## config.mk

```make
export PLATFORM = sky130hd
export DESIGN_NAME = branch_predict_resolve_flat
export DESIGN_NICKNAME = d
export VERILOG_FILES = /design/src/rtl/branch_predict_resolve_pkg.sv /design/src/rtl/branch_predict_resolve_if.sv /design/src/rtl/branch_predict_resolve_bht_table.sv /design/src/rtl/branch_predict_resolve.sv /design/src/flat_wrapper.sv
export SDC_FILE = /design/constraint.sdc
export NUM_CORES = 1
export LEC_CHECK = 0
export BUFFER_PORTS_ARGS = -buffer_cell sky130_fd_sc_hd__buf_2
export CORE_MARGIN = 2
export CORE_UTILIZATION = 25
export DETAILED_ROUTE_END_ITERATION = 6
export GPL_TIMING_DRIVEN = 0
export HOLD_SLACK_MARGIN = 0.1
export PLACE_DENSITY = 0.44
export SKIP_CTS_REPAIR_TIMING = 1
export SYNTH_ARGS = -nofsm -noshare
export SYNTH_HDL_FRONTEND = slang
export SYNTH_SLANG_ARGS = --single-unit
```

## constraint.sdc

```tcl
create_clock -name clk -period 7.8 [get_ports clk]
set_clock_uncertainty 0.15 [all_clocks]
set_input_delay 1.56 -clock clk [delete_from_list [all_inputs] [get_ports clk]]
set_output_delay 1.56 -clock clk [all_outputs]
set_load 0.05 [all_outputs]
```

## src/rtl/branch_predict_resolve_pkg.sv

```systemverilog
// Shared encodings and the branch-condition evaluator for branch_predict_resolve.
`define IR_funct3(ir) ir[14:12]

package branch_predict_resolve_pkg;
    localparam logic [2:0] F3_BEQ  = 3'b000;
    localparam logic [2:0] F3_BNE  = 3'b001;
    localparam logic [2:0] F3_BLT  = 3'b100;
    localparam logic [2:0] F3_BGE  = 3'b101;
    localparam logic [2:0] F3_BLTU = 3'b110;
    localparam logic [2:0] F3_BGEU = 3'b111;

    typedef enum logic {ST_INIT, ST_RUN} bht_state_e;

    typedef struct packed {
        logic legal;
        logic taken;
    } br_eval_t;

    // cf is the carry-out of rs1 + ~rs2 + 1, so an unsigned less-than is !cf.
    function automatic br_eval_t br_eval(input logic [2:0] f3, input logic zf, input logic sf,
                                         input logic vf, input logic cf);
        br_eval_t r;
        r.legal = 1'b1;
        r.taken = 1'b0;
        case (f3)
            F3_BEQ:  r.taken = zf;
            F3_BNE:  r.taken = !zf;
            F3_BLT:  r.taken = sf != vf;
            F3_BGE:  r.taken = sf == vf;
            F3_BLTU: r.taken = !cf;
            F3_BGEU: r.taken = cf;
            default: r.legal = 1'b0;
        endcase
        return r;
    endfunction
endpackage

```

## src/rtl/branch_predict_resolve_if.sv

```systemverilog
// IF lookup, EX resolution and statistics signals of branch_predict_resolve.
interface branch_predict_resolve_if #(
    parameter int XLEN   = 32,
    parameter int STAT_W = 32
);
    logic [XLEN-1:0]   if_pc;
    logic              if_predict_taken;
    logic              ready;
    logic              ex_valid;
    logic [XLEN-1:0]   ex_pc;
    logic              ex_branch;
    logic              ex_jump;
    logic [2:0]        ex_funct3;
    logic              ex_pred_taken;
    logic              zf, sf, vf, cf;
    logic              should_jump;
    logic              redirect;
    logic              redirect_taken;
    logic              illegal_branch;
    logic [STAT_W-1:0] branch_cnt;
    logic [STAT_W-1:0] mispred_cnt;

    modport slave (
        input  if_pc, ex_valid, ex_pc, ex_branch, ex_jump, ex_funct3, ex_pred_taken,
               zf, sf, vf, cf,
        output if_predict_taken, ready, should_jump, redirect, redirect_taken,
               illegal_branch, branch_cnt, mispred_cnt
    );

    modport master (
        output if_pc, ex_valid, ex_pc, ex_branch, ex_jump, ex_funct3, ex_pred_taken,
               zf, sf, vf, cf,
        input  if_predict_taken, ready, should_jump, redirect, redirect_taken,
               illegal_branch, branch_cnt, mispred_cnt
    );
endinterface

```

## src/rtl/branch_predict_resolve_bht_table.sv

```systemverilog
// Saturating-counter direction table with a post-reset init sweep.
module bht_table
    import branch_predict_resolve_pkg::*;
#(
    parameter int BHT_ENTRIES = 64,
    parameter int CTR_BITS    = 2,
    parameter int CTR_INIT    = 1,
    localparam int IDX_W      = $clog2(BHT_ENTRIES)
) (
    input  logic             clk,
    input  logic             rst,
    input  logic [IDX_W-1:0] rd_idx_i,
    output logic             rd_taken_o,
    input  logic             upd_en_i,
    input  logic [IDX_W-1:0] upd_idx_i,
    input  logic             upd_taken_i,
    output logic             ready_o
);
    bht_state_e        state_q, state_d;
    logic [IDX_W-1:0]  ptr_q, ptr_d;
    logic [CTR_BITS-1:0] ctr_q [BHT_ENTRIES];
    logic [CTR_BITS-1:0] upd_cur, upd_ctr_d;

    always_ff @(posedge clk) begin
        if (rst) begin
            state_q <= ST_INIT;
            ptr_q   <= '0;
        end else begin
            state_q <= state_d;
            ptr_q   <= ptr_d;
        end
    end

    always_comb begin
        state_d = state_q;
        ptr_d   = ptr_q;
        if (state_q == ST_INIT) begin
            ptr_d = ptr_q + 1'b1;
            if (ptr_q == IDX_W'(BHT_ENTRIES - 1)) state_d = ST_RUN;
        end
    end

    assign ready_o = (state_q == ST_RUN);

    always_comb begin
        upd_cur   = ctr_q[upd_idx_i];
        upd_ctr_d = upd_cur;
        if (upd_taken_i && upd_cur != '1)       upd_ctr_d = upd_cur + 1'b1;
        else if (!upd_taken_i && upd_cur != '0) upd_ctr_d = upd_cur - 1'b1;
    end

    // Storage is not reset; the sweep rewrites every entry before RUN.
    always_ff @(posedge clk) begin
        if (!rst) begin
            if (state_q == ST_INIT)       ctr_q[ptr_q]     <= CTR_BITS'(CTR_INIT);
            else if (upd_en_i)            ctr_q[upd_idx_i] <= upd_ctr_d;
        end
    end

    assign rd_taken_o = ready_o & ctr_q[rd_idx_i][CTR_BITS-1];
endmodule

```

## src/rtl/branch_predict_resolve.sv

```systemverilog
// Branch/jump resolution in EX with BHT direction prediction and branch statistics.
module branch_predict_resolve
    import branch_predict_resolve_pkg::*;
#(
    parameter int XLEN        = 32,
    parameter int BHT_ENTRIES = 64,
    parameter int CTR_BITS    = 2,
    parameter int CTR_INIT    = 1,
    parameter int STAT_W      = 32
) (
    input logic clk,
    input logic rst,
    branch_predict_resolve_if.slave bus
);
    localparam int IDX_W = $clog2(BHT_ENTRIES);

    br_eval_t          ev;
    logic              sj, redir, redir_tk, illegal, ready, upd_en;
    logic [STAT_W-1:0] branch_cnt_q, branch_cnt_d, mispred_cnt_q, mispred_cnt_d;
    logic              unused_pc;

    assign unused_pc = ^{bus.if_pc[XLEN-1:IDX_W+2], bus.if_pc[1:0],
                         bus.ex_pc[XLEN-1:IDX_W+2], bus.ex_pc[1:0]};

    bht_table #(
        .BHT_ENTRIES (BHT_ENTRIES),
        .CTR_BITS    (CTR_BITS),
        .CTR_INIT    (CTR_INIT)
    ) u_bht (
        .clk         (clk),
        .rst         (rst),
        .rd_idx_i    (bus.if_pc[IDX_W+1:2]),
        .rd_taken_o  (bus.if_predict_taken),
        .upd_en_i    (upd_en),
        .upd_idx_i   (bus.ex_pc[IDX_W+1:2]),
        .upd_taken_i (ev.taken),
        .ready_o     (ready)
    );

    // Branch wins over jump; an illegal branch falls back to pc+4.
    always_comb begin
        ev       = br_eval(bus.ex_funct3, bus.zf, bus.sf, bus.vf, bus.cf);
        sj       = 1'b0;
        redir    = 1'b0;
        redir_tk = 1'b0;
        illegal  = 1'b0;
        if (bus.ex_valid) begin
            if (bus.ex_branch) begin
                if (ev.legal) begin
                    sj       = ev.taken;
                    redir    = ev.taken ^ bus.ex_pred_taken;
                    redir_tk = ev.taken;
                end else begin
                    illegal  = 1'b1;
                    redir    = bus.ex_pred_taken;
                end
            end else if (bus.ex_jump) begin
                sj       = 1'b1;
                redir    = 1'b1;
                redir_tk = 1'b1;
            end
        end
    end

    assign upd_en = ready & bus.ex_valid & bus.ex_branch & ev.legal;

    always_comb begin
        branch_cnt_d  = branch_cnt_q;
        mispred_cnt_d = mispred_cnt_q;
        if (upd_en) begin
            if (branch_cnt_q != '1)           branch_cnt_d  = branch_cnt_q + 1'b1;
            if (redir && mispred_cnt_q != '1) mispred_cnt_d = mispred_cnt_q + 1'b1;
        end
    end

    always_ff @(posedge clk) begin
        if (rst) begin
            branch_cnt_q  <= '0;
            mispred_cnt_q <= '0;
        end else begin
            branch_cnt_q  <= branch_cnt_d;
            mispred_cnt_q <= mispred_cnt_d;
        end
    end

    assign bus.ready          = ready;
    assign bus.should_jump    = sj;
    assign bus.redirect       = redir;
    assign bus.redirect_taken = redir_tk;
    assign bus.illegal_branch = illegal;
    assign bus.branch_cnt     = branch_cnt_q;
    assign bus.mispred_cnt    = mispred_cnt_q;
endmodule

```

## src/flat_wrapper.sv

```systemverilog
// flat-port wrapper written by rule: the top's interface ports become plain ports
module branch_predict_resolve_flat import branch_predict_resolve_pkg::*;
#(
    parameter int XLEN        = 32,
    parameter int BHT_ENTRIES = 64,
    parameter int CTR_BITS    = 2,
    parameter int CTR_INIT    = 1,
    parameter int STAT_W      = 32
)
  (clk, rst, bus_if_pc, bus_ex_valid, bus_ex_pc, bus_ex_branch, bus_ex_jump, bus_ex_funct3, bus_ex_pred_taken, bus_zf, bus_sf, bus_vf, bus_cf, bus_if_predict_taken, bus_ready, bus_should_jump, bus_redirect, bus_redirect_taken, bus_illegal_branch, bus_branch_cnt, bus_mispred_cnt);
  branch_predict_resolve_if #(.XLEN(XLEN), .STAT_W(STAT_W)) bus_i ();
  input logic clk;
  input logic rst;
  input wire logic [$bits(bus_i.if_pc)-1:0] bus_if_pc;
  input wire logic [$bits(bus_i.ex_valid)-1:0] bus_ex_valid;
  input wire logic [$bits(bus_i.ex_pc)-1:0] bus_ex_pc;
  input wire logic [$bits(bus_i.ex_branch)-1:0] bus_ex_branch;
  input wire logic [$bits(bus_i.ex_jump)-1:0] bus_ex_jump;
  input wire logic [$bits(bus_i.ex_funct3)-1:0] bus_ex_funct3;
  input wire logic [$bits(bus_i.ex_pred_taken)-1:0] bus_ex_pred_taken;
  input wire logic [$bits(bus_i.zf)-1:0] bus_zf;
  input wire logic [$bits(bus_i.sf)-1:0] bus_sf;
  input wire logic [$bits(bus_i.vf)-1:0] bus_vf;
  input wire logic [$bits(bus_i.cf)-1:0] bus_cf;
  output wire logic [$bits(bus_i.if_predict_taken)-1:0] bus_if_predict_taken;
  output wire logic [$bits(bus_i.ready)-1:0] bus_ready;
  output wire logic [$bits(bus_i.should_jump)-1:0] bus_should_jump;
  output wire logic [$bits(bus_i.redirect)-1:0] bus_redirect;
  output wire logic [$bits(bus_i.redirect_taken)-1:0] bus_redirect_taken;
  output wire logic [$bits(bus_i.illegal_branch)-1:0] bus_illegal_branch;
  output wire logic [$bits(bus_i.branch_cnt)-1:0] bus_branch_cnt;
  output wire logic [$bits(bus_i.mispred_cnt)-1:0] bus_mispred_cnt;
  assign bus_i.if_pc = bus_if_pc;
  assign bus_i.ex_valid = bus_ex_valid;
  assign bus_i.ex_pc = bus_ex_pc;
  assign bus_i.ex_branch = bus_ex_branch;
  assign bus_i.ex_jump = bus_ex_jump;
  assign bus_i.ex_funct3 = bus_ex_funct3;
  assign bus_i.ex_pred_taken = bus_ex_pred_taken;
  assign bus_i.zf = bus_zf;
  assign bus_i.sf = bus_sf;
  assign bus_i.vf = bus_vf;
  assign bus_i.cf = bus_cf;
  assign bus_if_predict_taken = bus_i.if_predict_taken;
  assign bus_ready = bus_i.ready;
  assign bus_should_jump = bus_i.should_jump;
  assign bus_redirect = bus_i.redirect;
  assign bus_redirect_taken = bus_i.redirect_taken;
  assign bus_illegal_branch = bus_i.illegal_branch;
  assign bus_branch_cnt = bus_i.branch_cnt;
  assign bus_mispred_cnt = bus_i.mispred_cnt;
  branch_predict_resolve #(.XLEN(XLEN), .BHT_ENTRIES(BHT_ENTRIES), .CTR_BITS(CTR_BITS), .CTR_INIT(CTR_INIT), .STAT_W(STAT_W)) u_core (.clk(clk), .rst(rst), .bus(bus_i));
endmodule
```

# [Yosys cells after proc, flatten, opt, wreduce, memory -nomap -nowiden]
# Memory sizes are Yosys's and may differ from the RTL's.
# Cells that the tools add are included.
[word_totals] input_bits=77 out_inout_bits=70 ff_bits=71 latchBits=0 ram_bits=128 n_memories=1 wordCells=64 rom_bits=0
[memory_table] name="u_core.u_bht.ctr_q" words=64 width=2 read_ports=2 rd_clocked_by_memory_dff=0 wr=1 line_no="branch_predict_resolve_bht_table.sv:21" text="logic [CTR_BITS-1:0] ctr_q [BHT_ENTRIES];"
[classes] muxes=26 n_eq_ne=11 multipliers=0 reduce_logical=12 bitwise_logic=5 div=0 add_sub_neg=5 order_cmp=0 shifts=0
[op_table] op="32-bit by 1-bit adder with 32-bit output (second input constant)" n=2
[op_table] op="32-bit != test (second input constant)" n=2
[op_table] op="1-bit two-way mux" n=21
[op_table] op="3-bit == test (second input constant)" n=4
[op_table] op="6-bit by 1-bit adder with 6-bit output (second input constant)" n=1
[op_table] op="6-bit == test (second input constant)" n=1
[op_table] op="2-bit two-way mux" n=3
[op_table] op="6-bit two-way mux" n=1
[op_table] op="1-bit case mux with 6 select lines" n=1
[op_table] op="6-bit OR reduction" n=1
[op_table] op="1-bit bitwise AND" n=4
[op_table] op="2-bit AND reduction" n=2
[op_table] op="3-bit by 1-bit == test with 1-bit output (second input constant)" n=1
[op_table] op="1-bit logical AND" n=3
[op_table] op="1-bit logical NOT" n=3
[op_table] op="3-bit logical NOT" n=1
[op_table] op="2-bit by 1-bit adder with 2-bit output (second input constant)" n=1
[op_table] op="2-bit != test (second input constant)" n=1
[op_table] op="2-bit nonzero test" n=1
[op_table] op="2-bit OR reduction" n=1
[op_table] op="2-bit by 1-bit subtractor with 2-bit output (second input constant)" n=1
[op_table] op="1-bit == test" n=1
[op_table] op="1-bit != test" n=1
[op_table] op="1-bit bitwise XOR" n=1

# [Depth between registers and ports, before layout]
# Gate-level depths: netlist of run 1.
[logic_depth] depth_word=10 ltp_mapped=11 ltp_nobuf=9

# [Cells and area by module]
# From an unflattened synthesis of run 1, not the netlist that was laid out.
[unflattened] hier_cells=840 hier_area_um2=9805.7
[modules_own_cells] module="bht_table" cells_each=430 seq_area_each_um2=3983.8 area_each_um2=6492.5 instances=1
[modules_own_cells] module="branch_predict_resolve" cells_each=410 seq_area_each_um2=1281.2 area_each_um2=3313.2 instances=1

# [Worst setup path after synthesis of run 1]
# OpenSTA, ideal clock, no wires.
[synth_timing] kind="input-to-reg" from="input bus_ex_pc[2]" to="memory u_core.u_bht.ctr_q[0][1], data pin" path_stages=9 setup_time_ps=768 slack_ps=264 t_arrival_ps=6619 n_path_buf=2 path_cell_list="buf_2 buf_2 mux4_2 mux4_2 mux2i_1 mux2i_1 ha_1 nand2b_1 a311oi_1"
[synth_via] elab_chain_len=6 elab_cells_between_ends=10 classes_between="add/sub: 2; eq/ne: 1; mux: 3; reduce/logical: 3; memory: 1"
[synth_lines] element="start, declared" line_no="flat_wrapper.sv:16" text="input wire logic [$bits(bus_i.ex_pc)-1:0] bus_ex_pc;"
[synth_lines] element="memory 64 x 2 bit (*)"
[synth_lines] element="parallel branches: the longest is 3 deep, another holds 2-bit by 1-bit subtractor with 2-bit output"
[synth_lines] element="2-bit two-way mux (*)" line_no="branch_predict_resolve_bht_table.sv:48" text="if (upd_taken_i && upd_cur != '1) upd_ctr_d = upd_cur + 1'b1;"
[synth_lines] element="2-bit two-way mux (no line) (*)"
[synth_lines] element="end, declared" line_no="branch_predict_resolve_bht_table.sv:21"
# Mark *: on every way between the ends.

# [Worst setup path in the final report of run 1]
[layout_timing] from="input bus_if_pc[3]" to="output bus_if_predict_taken"
[layout_via] elab_chain_len=2
[layout_lines] element="start, declared" line_no="flat_wrapper.sv:14" text="input wire logic [$bits(bus_i.if_pc)-1:0] bus_if_pc;"
[layout_lines] element="memory 64 x 2 bit"
[layout_lines] element="1-bit bitwise AND" line_no="branch_predict_resolve_bht_table.sv:60" text="assign rd_taken_o = ready_o & ctr_q[rd_idx_i][CTR_BITS-1];"
[layout_lines] element="end, declared" line_no="flat_wrapper.sv:25" text="output wire logic [$bits(bus_i.if_predict_taken)-1:0] bus_if_predict_taken;"
# No other way between the ends.

==> results of run 1 <==
## worst max-delay path: cells and delay by family
kind / cells / cell delay [ns]
buffers and inverters: 3 / 1.36
and+or+nand+nor: 1 / 0.17
muxes: 3 / 1.45
## synthesized netlist by cell type (all sizes together) (6+ instances only)
cell | n | area (um2)
buf | 14 | 88.8
nor2 | 124 | 465
nand4 | 24 | 150
mux4 | 57 | 1280
and4 | 8 | 70.1
nand2 | 48 | 180
nor4 | 14 | 87.6
a21oi | 27 | 135
or3 | 7 | 43.8
mux2i | 9 | 90.1
inv | 21 | 78.8
nand3 | 38 | 190
dfxtp | 71 | 1420
o31ai | 20 | 150
nor2b | 14 | 87.6
xor2 | 12 | 105
edfxtp | 128 | 3840
nor3 | 8 | 45.0
and3 | 11 | 68.8
or4 | 18 | 139
clkbuf | 32 | 120
xnor2 | 25 | 219
mux2 | 8 | 90.1
nand2b | 6 | 37.5
o21ai | 14 | 70.1
a211oi | 9 | 67.6
## metrics by stage
step | hold WS (ns) | setup WS [ns] | instances | cell area, um2
5_1_grt | 0.372 | 1.49 | 1458 | 11500
4_1_cts | 0.342 | 1.50 | 1458 | 11500
3_5_place_dp | 0.332 | 1.51 | 1426 | 10900
2_1_floorplan | 0.339 | 0.264 | 816 | 9760
3_3_place_gp | 0.334 | -4.24 | 1422 | 10800
6_report | 0.349 | 1.53 | 1458 | 11500
## power by group through the flow
stage / clock (mW) / combinational (mW) / sequential, mW
6_report: 0.897 / 0.123 / 1.11
5_1_grt: 0.961 / 0.133 / 1.11
3_5_place_dp: 0 / 0.125 / 1.14
2_1_floorplan: 0 / 0.0807 / 1.13
3_3_place_gp: 0 / 0.122 / 1.14
4_1_cts: 0.930 / 0.125 / 1.11
## cell families (layout without fill, tap and decap cells)
group / after synthesis / in the layout / share of synthesized area [%]
compound gates: 102 / 102 / 7.18
xor+xnor: 37 / 37 / 3.32
fa+ha+maj: 5 / 5 / 0.641
buf+inv: 67 / 191 / 2.95
flops: 199 / 199 / 53.9
mux: 74 / 74 / 15.0
simple gates: 332 / 332 / 17.0
## worst paths after layout
kind,depth (start not counted),start,to
max,7,bus_if_pc[3],bus_if_predict_taken
min,2,u_core.bus.mispred_cnt[28],u_core.bus.mispred_cnt[28]
max reg2reg,10,u_core.u_bht.ctr_q[23][1],u_core.u_bht.ctr_q[6][1]
min reg2reg,2,u_core.bus.mispred_cnt[28],u_core.bus.mispred_cnt[28]
## registers in the layout, indices dropped and copies added (netlist names)
| name | cells |
|---|---|
| u_core.u_bht.ready_o | 1 |
| u_core.bus.mispred_cnt | 32 |
| u_core.bus.branch_cnt | 32 |
| u_core.u_bht.ptr_q | 6 |
| u_core.u_bht.ctr_q | 128 |
## metal layers
metal | up-vias | routed length, um
met5 | - | 0
met2 | 122 | 14200
met4 | 0 | 480
li1 | 3349 | -
met1 | 3470 | 12600
met3 | 26 | 734
## layout make-up
type | count | area share (%)
tap | 518 | 5.62
clock buffer | 18 | 3.72
buffer | 46 | 1.81
inverter | 21 | 0.684
sequential | 199 | 45.7
timing repair buffer | 92 | 4.49
clock inverter | 14 | 1.30
multi-input combinational | 550 | 36.7
==> results.py, run 1 <==
metrics = {
    "pwr": {
        "pwr-share-comb_pct": 5.8,
        "internal_power_mw": 1.63,
        "ir_worst_vdd_v": 0.000134,
        "pwr-share-clk_pct": 42.1,
        "p_leak_nw": 3.91,
        "p_sw_uw": 499,
        "switching_share_pct": 23.4,
        "power_frac_seq_pct": 52.2,
        "power_density_mw_per_mm2": 185,
        "fin_total_pwr_mw": 2.13,
    },
    "layout": {
        "diodes": 0,
        "nFillCells": 4066,
        "multiInputGateArea_mm2": 0.00423,
        "drive_gt1_share_pct": 22.0,
        "area_delta_synth_final_pct": 18.1,
        "fin_util_pct": 29.9,
        "regArea_mm2": 0.00527,
        "layout_commonest_cell": "edfxtp_1",
        "mostFrequentLayoutCells": "128 x edfxtp_1, 124 x nor2_1, 96 x buf_2",
        "nets": 1009,
    },
    "die": {
        "fp.dieW_um": 202,
        "boundaryPins": 147,
        "start_util_pct": 25.3,
        "die_h_um": 202,
        "core_mm2": 0.0386,
        "dieArea_mm2": 0.0406,
        "rows": 72,
    },
    "timing": {
        "tns_ns": 0,
        "fin_crit_sh_pct": 80.4,
        "min_period_ns": 6.27,
        "worstMarginPinSlew_ns": 0.993,
        "setup_violations": 0,
        "hold_violations": 0,
        "rsz0062_at_grt": "no",
        "fmax_ghz": 0.159,
        "slew_violations": 0,
        "relSlewSlack_pct": 33.8,
    },
    "worst_setup_path": {
        "cp_data_arrival_time_ns": 4.56,
        "r2r_setup_slack_ns": 4.10,
        "cpMostUsedCell": "mux4_2",
        "crit_path_max_incr_delay_ns": 0.69,
        "cp_slowest_cell": "clkbuf_1",
        "crit_chain": "clkbuf_1 > clkbuf_1 > mux4_2 > mux4_2 > mux4_2 > and2_1 > buf_2",
        "endpoint_kind": "output pin",
        "worstSetupStartpointType": "primary input",
        "cp_max_fo": 10,
        "required_ns": 6.09,
        "critical_path_class": "in2out",
    },
    "synth": {
        "syn_area_mm2": 0.00976,
        "yosysSeqAreaShare_pct": 53.9,
        "synth_nets": 898,
        "async_reset_ff_share_pct": 0,
        "ys_ff_latch": 199,
        "synth_cells": 816,
        "synthFlopType": "edfxtp_1",
        "yosys.cell_types.count": 55,
        "synth_area_per_cell_um2": 12.0,
        "synth.yosys.warnings": 0,
        "synth_edf_count": 128,
    },
    "cts": {
        "cts_tree": "yes",
        "htreeDepth": 4,
        "clock_sinks": 199,
        "clk_pin_slew_ns": 0.08,
        "insertion_delay_ns": 0.45,
        "clockBufferDepth": 2,
        "cts_buffers": 17,
        "root_buffer": "clkbuf_16",
    },
    "global_routing": {
        "grt_max_degree": 39,
        "overflow": 0,
        "antenna_found_initial": 0,
        "grt_pass1_vias": 6981,
        "busiest_layer": "met2",
        "grt_use_met1_pct": 18.0,
        "gr-usage-met2_pct": 23.9,
        "use_met3_pct": 2.04,
        "track_usage_pct": 14.0,
        "grt_pass1_wl_um": 42800,
    },
    "outcome": {
        "run_status": "finished, final reports clean",
    },
    "placement": {
        "globalplace.congestion": 0.782,
        "port_buffers": 88,
        "hpwl_um": 20000,
    },
    "drt": {
        "routed_wirelength_um": 28000,
        "wl_per_cell_um": 19.2,
        "vias": 6967,
        "ant_nets": 0,
        "drtIter0Drc": 483,
        "vias_per_cell": 4.78,
        "drc": 0,
        "dr.pass1.iters": 5,
    },
    "flow_run": {
        "timing.max_cap.violations": 0,
    },
    "hold_path": {
        "hold_class": "reg2reg",
    },
}
Power figures use the tool's default switching activity.
==> inputs of run 2 (changes only) <==
- PLACE_DENSITY: 0.44 -> 0.42
- clock period: 7.8 -> 6 ns (I/O delays scaled with it)
==> run 2 against run 1 <==
Final area rose by 0.11%. Clock power rose by 34%. Flip-flop and latch count did not move. Wire length rose by 2.4%. Sequential power rose by 30%. Non-clock buffer count did not move. Worst setup slack got worse by 1.1 ns. Core utilization barely moved. Combinational power rose by 33%. Clock-buffer cell count fell by 1. Critical path depth did not move. Highest routed layer unchanged. Final cell count did not move.
==> results.py, run 2 (synthesized netlist as in run 1, its figures left out) <==
metrics = {
    "drt": {
        "dr.pass1.iters": 5,
        "wl_per_cell_um": 19.7,
        "vias_per_cell": 4.89,
        "ant_nets": 0,
        "drc": 0,
        "vias": 7125,
        "routed_wirelength_um": 28700,
        "drtIter0Drc": 607,
    },
    "hold_path": {
        "min_to": "u_core.bus.mispred_cnt[29]",
        "hold_class": "reg2reg",
        "worstHoldStart": "u_core.bus.mispred_cnt[29]",
        "whs_path_depth": 2,
    },
    "worst_setup_path": {
        "path_delay_family": "multiplexers",
        "cp_slowest_cell": "clkbuf_1",
        "cp_data_arrival_time_ns": 4.23,
        "worstSetupStartpointType": "primary input",
        "cp_max_fo": 10,
        "r2r-start": "u_core.u_bht.ctr_q[51][0]",
        "crit_path_max_incr_delay_ns": 0.67,
        "endpoint_kind": "output pin",
        "crit_chain": "clkbuf_1 > clkbuf_1 > mux4_2 > mux4_2 > mux4_2 > and2_1 > buf_2",
        "worst_r2r_path_depth": 10,
        "r2r_setup_slack_ns": 2.41,
        "required_ns": 4.65,
        "cpMostUsedCell": "mux4_2",
        "path_buf_inv": 3,
        "critical_path_class": "in2out",
        "reg2reg_to": "u_core.u_bht.ctr_q[33][1]",
    },
    "timing": {
        "slew_violations": 0,
        "fin_crit_sh_pct": 92.9,
        "rsz0062_at_grt": "no",
        "relSlewSlack_pct": 32.7,
        "fmax_ghz": 0.179,
        "hold_violations": 0,
        "tns_ns": 0,
        "finalWorstSetupSlack_ns": 0.425,
        "setup_violations": 0,
        "min_period_ns": 5.58,
        "fin_hold_ws_ns": 0.349,
        "worstMarginPinSlew_ns": 1.01,
    },
    "placement": {
        "globalplace.congestion": 0.773,
        "pre_cts_slack_ns": 0.372,
        "hpwl_um": 20700,
        "port_buffers": 88,
    },
    "layout": {
        "nets": 1009,
        "diodes": 0,
        "layout_commonest_cell": "edfxtp_1",
        "largest_register": "u_core.u_bht.ctr_q",
        "drive_gt1_share_pct": 22.4,
        "area_delta_synth_final_pct": 18.2,
        "largest_reg_flops": 128,
        "mostFrequentLayoutCells": "128 x edfxtp_1, 124 x nor2_1, 96 x buf_2",
    },
    "cts": {
        "htreeDepth": 4,
        "clockBufferDepth": 2,
        "root_buffer": "clkbuf_16",
        "cts_buffers": 17,
        "cts_tree": "yes",
        "clk_pin_slew_ns": 0.08,
        "clock_sinks": 199,
        "insertion_delay_ns": 0.45,
    },
    "pwr": {
        "switching_share_pct": 23.9,
        "fin_total_pwr_mw": 2.81,
        "pwr-share-comb_pct": 5.8,
        "internal_power_mw": 2.14,
        "power_frac_seq_pct": 51.4,
        "p_leak_nw": 3.93,
        "p_sw_uw": 673,
        "ir_worst_vdd_v": 0.000193,
        "power_density_mw_per_mm2": 244,
        "pwr-share-clk_pct": 42.8,
    },
    "global_routing": {
        "antenna_found_initial": 0,
        "busiest_layer": "met2",
        "use_met3_pct": 1.75,
        "overflow": 0,
        "track_usage_pct": 14.5,
        "grt_pass1_wl_um": 44700,
        "grt_max_degree": 49,
        "gr-usage-met2_pct": 24.3,
        "grt_use_met1_pct": 19.7,
        "grt_pass1_vias": 7229,
    },
    "die": {
        "boundaryPins": 147,
        "fp.dieW_um": 202,
        "die_h_um": 202,
        "start_util_pct": 25.3,
        "dieArea_mm2": 0.0406,
        "core_mm2": 0.0386,
        "rows": 72,
    },
    "flow_run": {
        "timing.max_cap.violations": 0,
    },
    "outcome": {
        "run_status": "finished, final reports clean",
    },
}
run 2: per-stage QoR:
stage          cell area [um2]  utilization [%]  std cells
2_1_floorplan             9770                -        816
5_1_grt                  11500             29.9       1458
4_1_cts                  11500             29.9       1458
3_5_place_dp             10900             28.4       1426
3_3_place_gp             10900             28.2       1422
6_report                 11500             29.9       1458
run 2: per-layer routing:
layer	up-vias	wire, um
met5	-	0
met4	0	459
met3	27	905
met2	157	14200
met1	3577	13000
li1	3364	-
run 2: cell type report:
type	instances	area (um2)
well taps	518	648
repair buffers	92	505
clock inverters	15	179
multi-input cells	550	4230
fillers	4041	27000
plain buffers	46	209
clock buffers	17	425
inverters	21	78.8
flip-flops and latches	199	5270
run 2: power groups by stage:
stage | sequential, mW | combinational [mW] | clock [mW]
after floorplan | 1.48 | 0.106 | 0
final | 1.44 | 0.163 | 1.20
after global routing | 1.45 | 0.175 | 1.29
after detailed placement | 1.48 | 0.165 | 0
after CTS | 1.44 | 0.165 | 1.24
after global placement | 1.48 | 0.162 | 0
run 2: worst register-to-register path, delay by kind of cell, from the launching register on:
family	cells	cell delay, ns
flops	1	0.37
mux	4	1.43
compound gates	2	0.55
fa+ha+maj	1	0.26
simple gates	1	0.19
buf+inv	2	0.38
run 2: worst max path at each step:
stage	depth (start not counted)	end	from
floorplan	9	u_core.u_bht.ctr_q[0][1]	bus_ex_pc[2]
global placement	9	u_core.u_bht.ctr_q[52][1]	bus_ex_pc[3]
detailed placement	7	bus_if_predict_taken	bus_if_pc[3]
CTS	7	bus_if_predict_taken	bus_if_pc[3]
global route	7	bus_if_predict_taken	bus_if_pc[3]
finish	7	bus_if_predict_taken	bus_if_pc[3]
==> inputs of run 3 (changes only) <==
- SYNTH_HIERARCHICAL: not set -> 1
==> run 3 against run 2 <==
Sequential power is essentially flat. Register-to-register slack got worse by 0.71 ns. Core utilization rose by 0.28 points. Final cell count grew 1.9%. Largest cell class unchanged.
==> results.py, run 3 <==
metrics = {
    "outcome": {
        "run_status": "finished, final reports clean",
    },
    "drt": {
        "vias_per_cell": 4.95,
        "vias": 7356,
        "dr.pass1.iters": 5,
        "routed_wirelength_um": 29500,
        "wl_per_cell_um": 19.9,
        "drtIter0Drc": 597,
        "drc": 0,
        "ant_nets": 0,
    },
    "timing": {
        "hold_violations": 0,
        "slew_violations": 0,
        "relSlewSlack_pct": 37.1,
        "fin_crit_sh_pct": 87.0,
        "min_period_ns": 5.22,
        "rsz0062_at_grt": "no",
        "tns_ns": 0,
        "fmax_ghz": 0.192,
        "finalWorstSetupSlack_ns": 0.778,
        "setup_violations": 0,
        "worstMarginPinSlew_ns": 0.943,
    },
    "hold_path": {
        "hold_class": "reg2reg",
        "worstHoldStart": "u_core/bus.mispred_cnt[15]",
        "min_to": "u_core/bus.mispred_cnt[15]",
        "whs_path_depth": 2,
    },
    "synth": {
        "yosysTopAreaCell": "edfxtp_1",
        "async_reset_ff_share_pct": 0,
        "synth_edf_count": 128,
        "synth_cells": 840,
        "synth_top_area_share_pct": 39.2,
        "ys_ff_latch": 199,
        "synthFlopType": "edfxtp_1",
        "yosysMostFrequentCell": "edfxtp_1",
        "synth.yosys.warnings": 6,
        "synth_nets": 922,
        "syn_area_mm2": 0.00981,
        "synth_area_leaders": "edfxtp_1 39%, dfxtp_1 14%, mux4_2 9.0%",
        "yosysSeqAreaShare_pct": 53.7,
        "synth_area_per_cell_um2": 11.7,
        "synth_common_cells": "128 x edfxtp_1, 123 x nor2_1, 71 x dfxtp_1",
        "yosys.cell_types.count": 67,
    },
    "worst_setup_path": {
        "cp_max_fo": 10,
        "crit_chain": "buf_1 > clkbuf_1 > mux4_2 > mux4_2 > mux2i_1 > o22ai_1 > buf_2",
        "cp_data_arrival_time_ns": 3.87,
        "worstSetupStartpointType": "primary input",
        "critical_path_class": "in2out",
        "reg2reg_to": "u_core/u_bht/ctr_q[34][0]",
        "r2r_setup_slack_ns": 1.70,
        "crit_path_max_incr_delay_ns": 0.75,
        "worst_r2r_path_depth": 12,
        "r2r-start": "u_core/u_bht/ctr_q[9][1]",
        "cpMostUsedCell": "mux4_2",
        "endpoint_kind": "output pin",
        "startpoint": "bus_if_pc[3]",
        "cp_slowest_cell": "clkbuf_1",
        "required_ns": 4.65,
    },
    "pwr": {
        "ir_worst_vdd_v": 0.000203,
        "p_leak_nw": 4.01,
        "p_sw_uw": 697,
        "power_frac_seq_pct": 49.6,
        "internal_power_mw": 2.22,
        "power_density_mw_per_mm2": 250,
        "switching_share_pct": 23.9,
        "pwr-share-comb_pct": 6.0,
        "pwr-share-clk_pct": 44.4,
    },
    "global_routing": {
        "grt_pass1_vias": 7127,
        "grt_max_degree": 34,
        "overflow": 0,
        "antenna_found_initial": 0,
        "track_usage_pct": 14.7,
        "grt_pass1_wl_um": 45000,
    },
    "placement": {
        "dp.cells": 1453,
        "place_area_mm2": 0.0110,
        "globalplace.congestion": 0.807,
        "port_buffers": 91,
        "hpwl_um": 21200,
        "pre_cts_slack_ns": 0.684,
    },
    "cts": {
        "insertion_delay_ns": 0.45,
        "clockBufferDepth": 2,
        "root_buffer": "clkbuf_16",
        "clock_sinks": 199,
        "cts_tree": "yes",
        "cts_buffers": 17,
        "clk_pin_slew_ns": 0.07,
        "htreeDepth": 4,
    },
    "layout": {
        "fin_util_pct": 30.2,
        "nets": 1036,
        "nFillCells": 3994,
        "drive_gt1_share_pct": 20.6,
        "mostFrequentLayoutCells": "128 x edfxtp_1, 123 x nor2_1, 101 x buf_2",
        "fin_area_mm2": 0.0117,
        "largest_register": "u_core/u_bht/ctr_q",
        "layout_commonest_cell": "edfxtp_1",
        "final_cells": 1485,
        "largest_reg_flops": 128,
        "diodes": 0,
        "area_delta_synth_final_pct": 19.0,
    },
    "die": {
        "start_util_pct": 25.4,
        "fp.dieW_um": 202,
        "rows": 72,
        "die_h_um": 202,
        "core_mm2": 0.0386,
        "boundaryPins": 147,
        "dieArea_mm2": 0.0408,
    },
    "flow_run": {
        "timing.max_cap.violations": 0,
    },
}
[run 3: stage by stage]
step / total power [mW] / hold slack (ns)
after global placement: 1.66 / 0.335
final: 2.92 / 0.355
after global routing: 3.01 / 0.378
after CTS: 2.96 / 0.353
after detailed placement: 1.66 / 0.342
after floorplan: 1.59 / 0.362
[run 3: worst max-delay path: cells and delay by family]
kind / cells / cell delay (ns)
AOI/OAI and AO/OA: 1 / 0.12
buffers and inverters: 3 / 1.44
muxes: 3 / 1.10
[run 3: cell families after synthesis]
kind of cell / synth area share, %
adders and majority gates: 0.638
AOI/OAI and AO/OA: 7.82
DFF: 53.7
xor gates and xnor gates: 2.82
muxes: 13.8
buffers and inverters: 2.62
and+or+nand+nor: 18.7
[run 3: power groups by stage]
| stage | sequential [mW] | combinational, mW | clock, mW |
|---|---|---|---|
| 3_5_place_dp | 1.48 | 0.178 | 0 |
| 5_1_grt | 1.45 | 0.192 | 1.38 |
| 3_3_place_gp | 1.48 | 0.178 | 0 |
| 2_1_floorplan | 1.48 | 0.112 | 0 |
| 6_report | 1.45 | 0.176 | 1.30 |
| 4_1_cts | 1.45 | 0.178 | 1.34 |
[run 3: how the worst max path moves through the flow]
stage | to | depth (start not counted)
finish | bus_if_predict_taken | 7
floorplan | u_core/u_bht/ctr_q[0][0] | 10
global placement | u_core/u_bht/ctr_q[3][0] | 11
global route | bus_if_predict_taken | 7
detailed placement | u_core/u_bht/ctr_q[19][1] | 12
CTS | bus_if_predict_taken | 7
[run 3: metal layers]
layer  global-route usage [%]  share of wire (%)
met1                     20.9                 48
met2                     22.3                 45
met3                     2.71                5.3
met4                     4.86                1.8
met5                        0                  0
[run 3: final cells by class]
type	count	area, um2	share of cell area (%)
sequential	199	5270	45.1
multi-input combinational	587	4310	36.9
tap	518	648	5.55
timing repair buffer	95	533	4.57
clock buffer	17	425	3.64
clock inverter	15	233	1.99
buffer	40	204	1.75
inverter	14	52.6	0.450
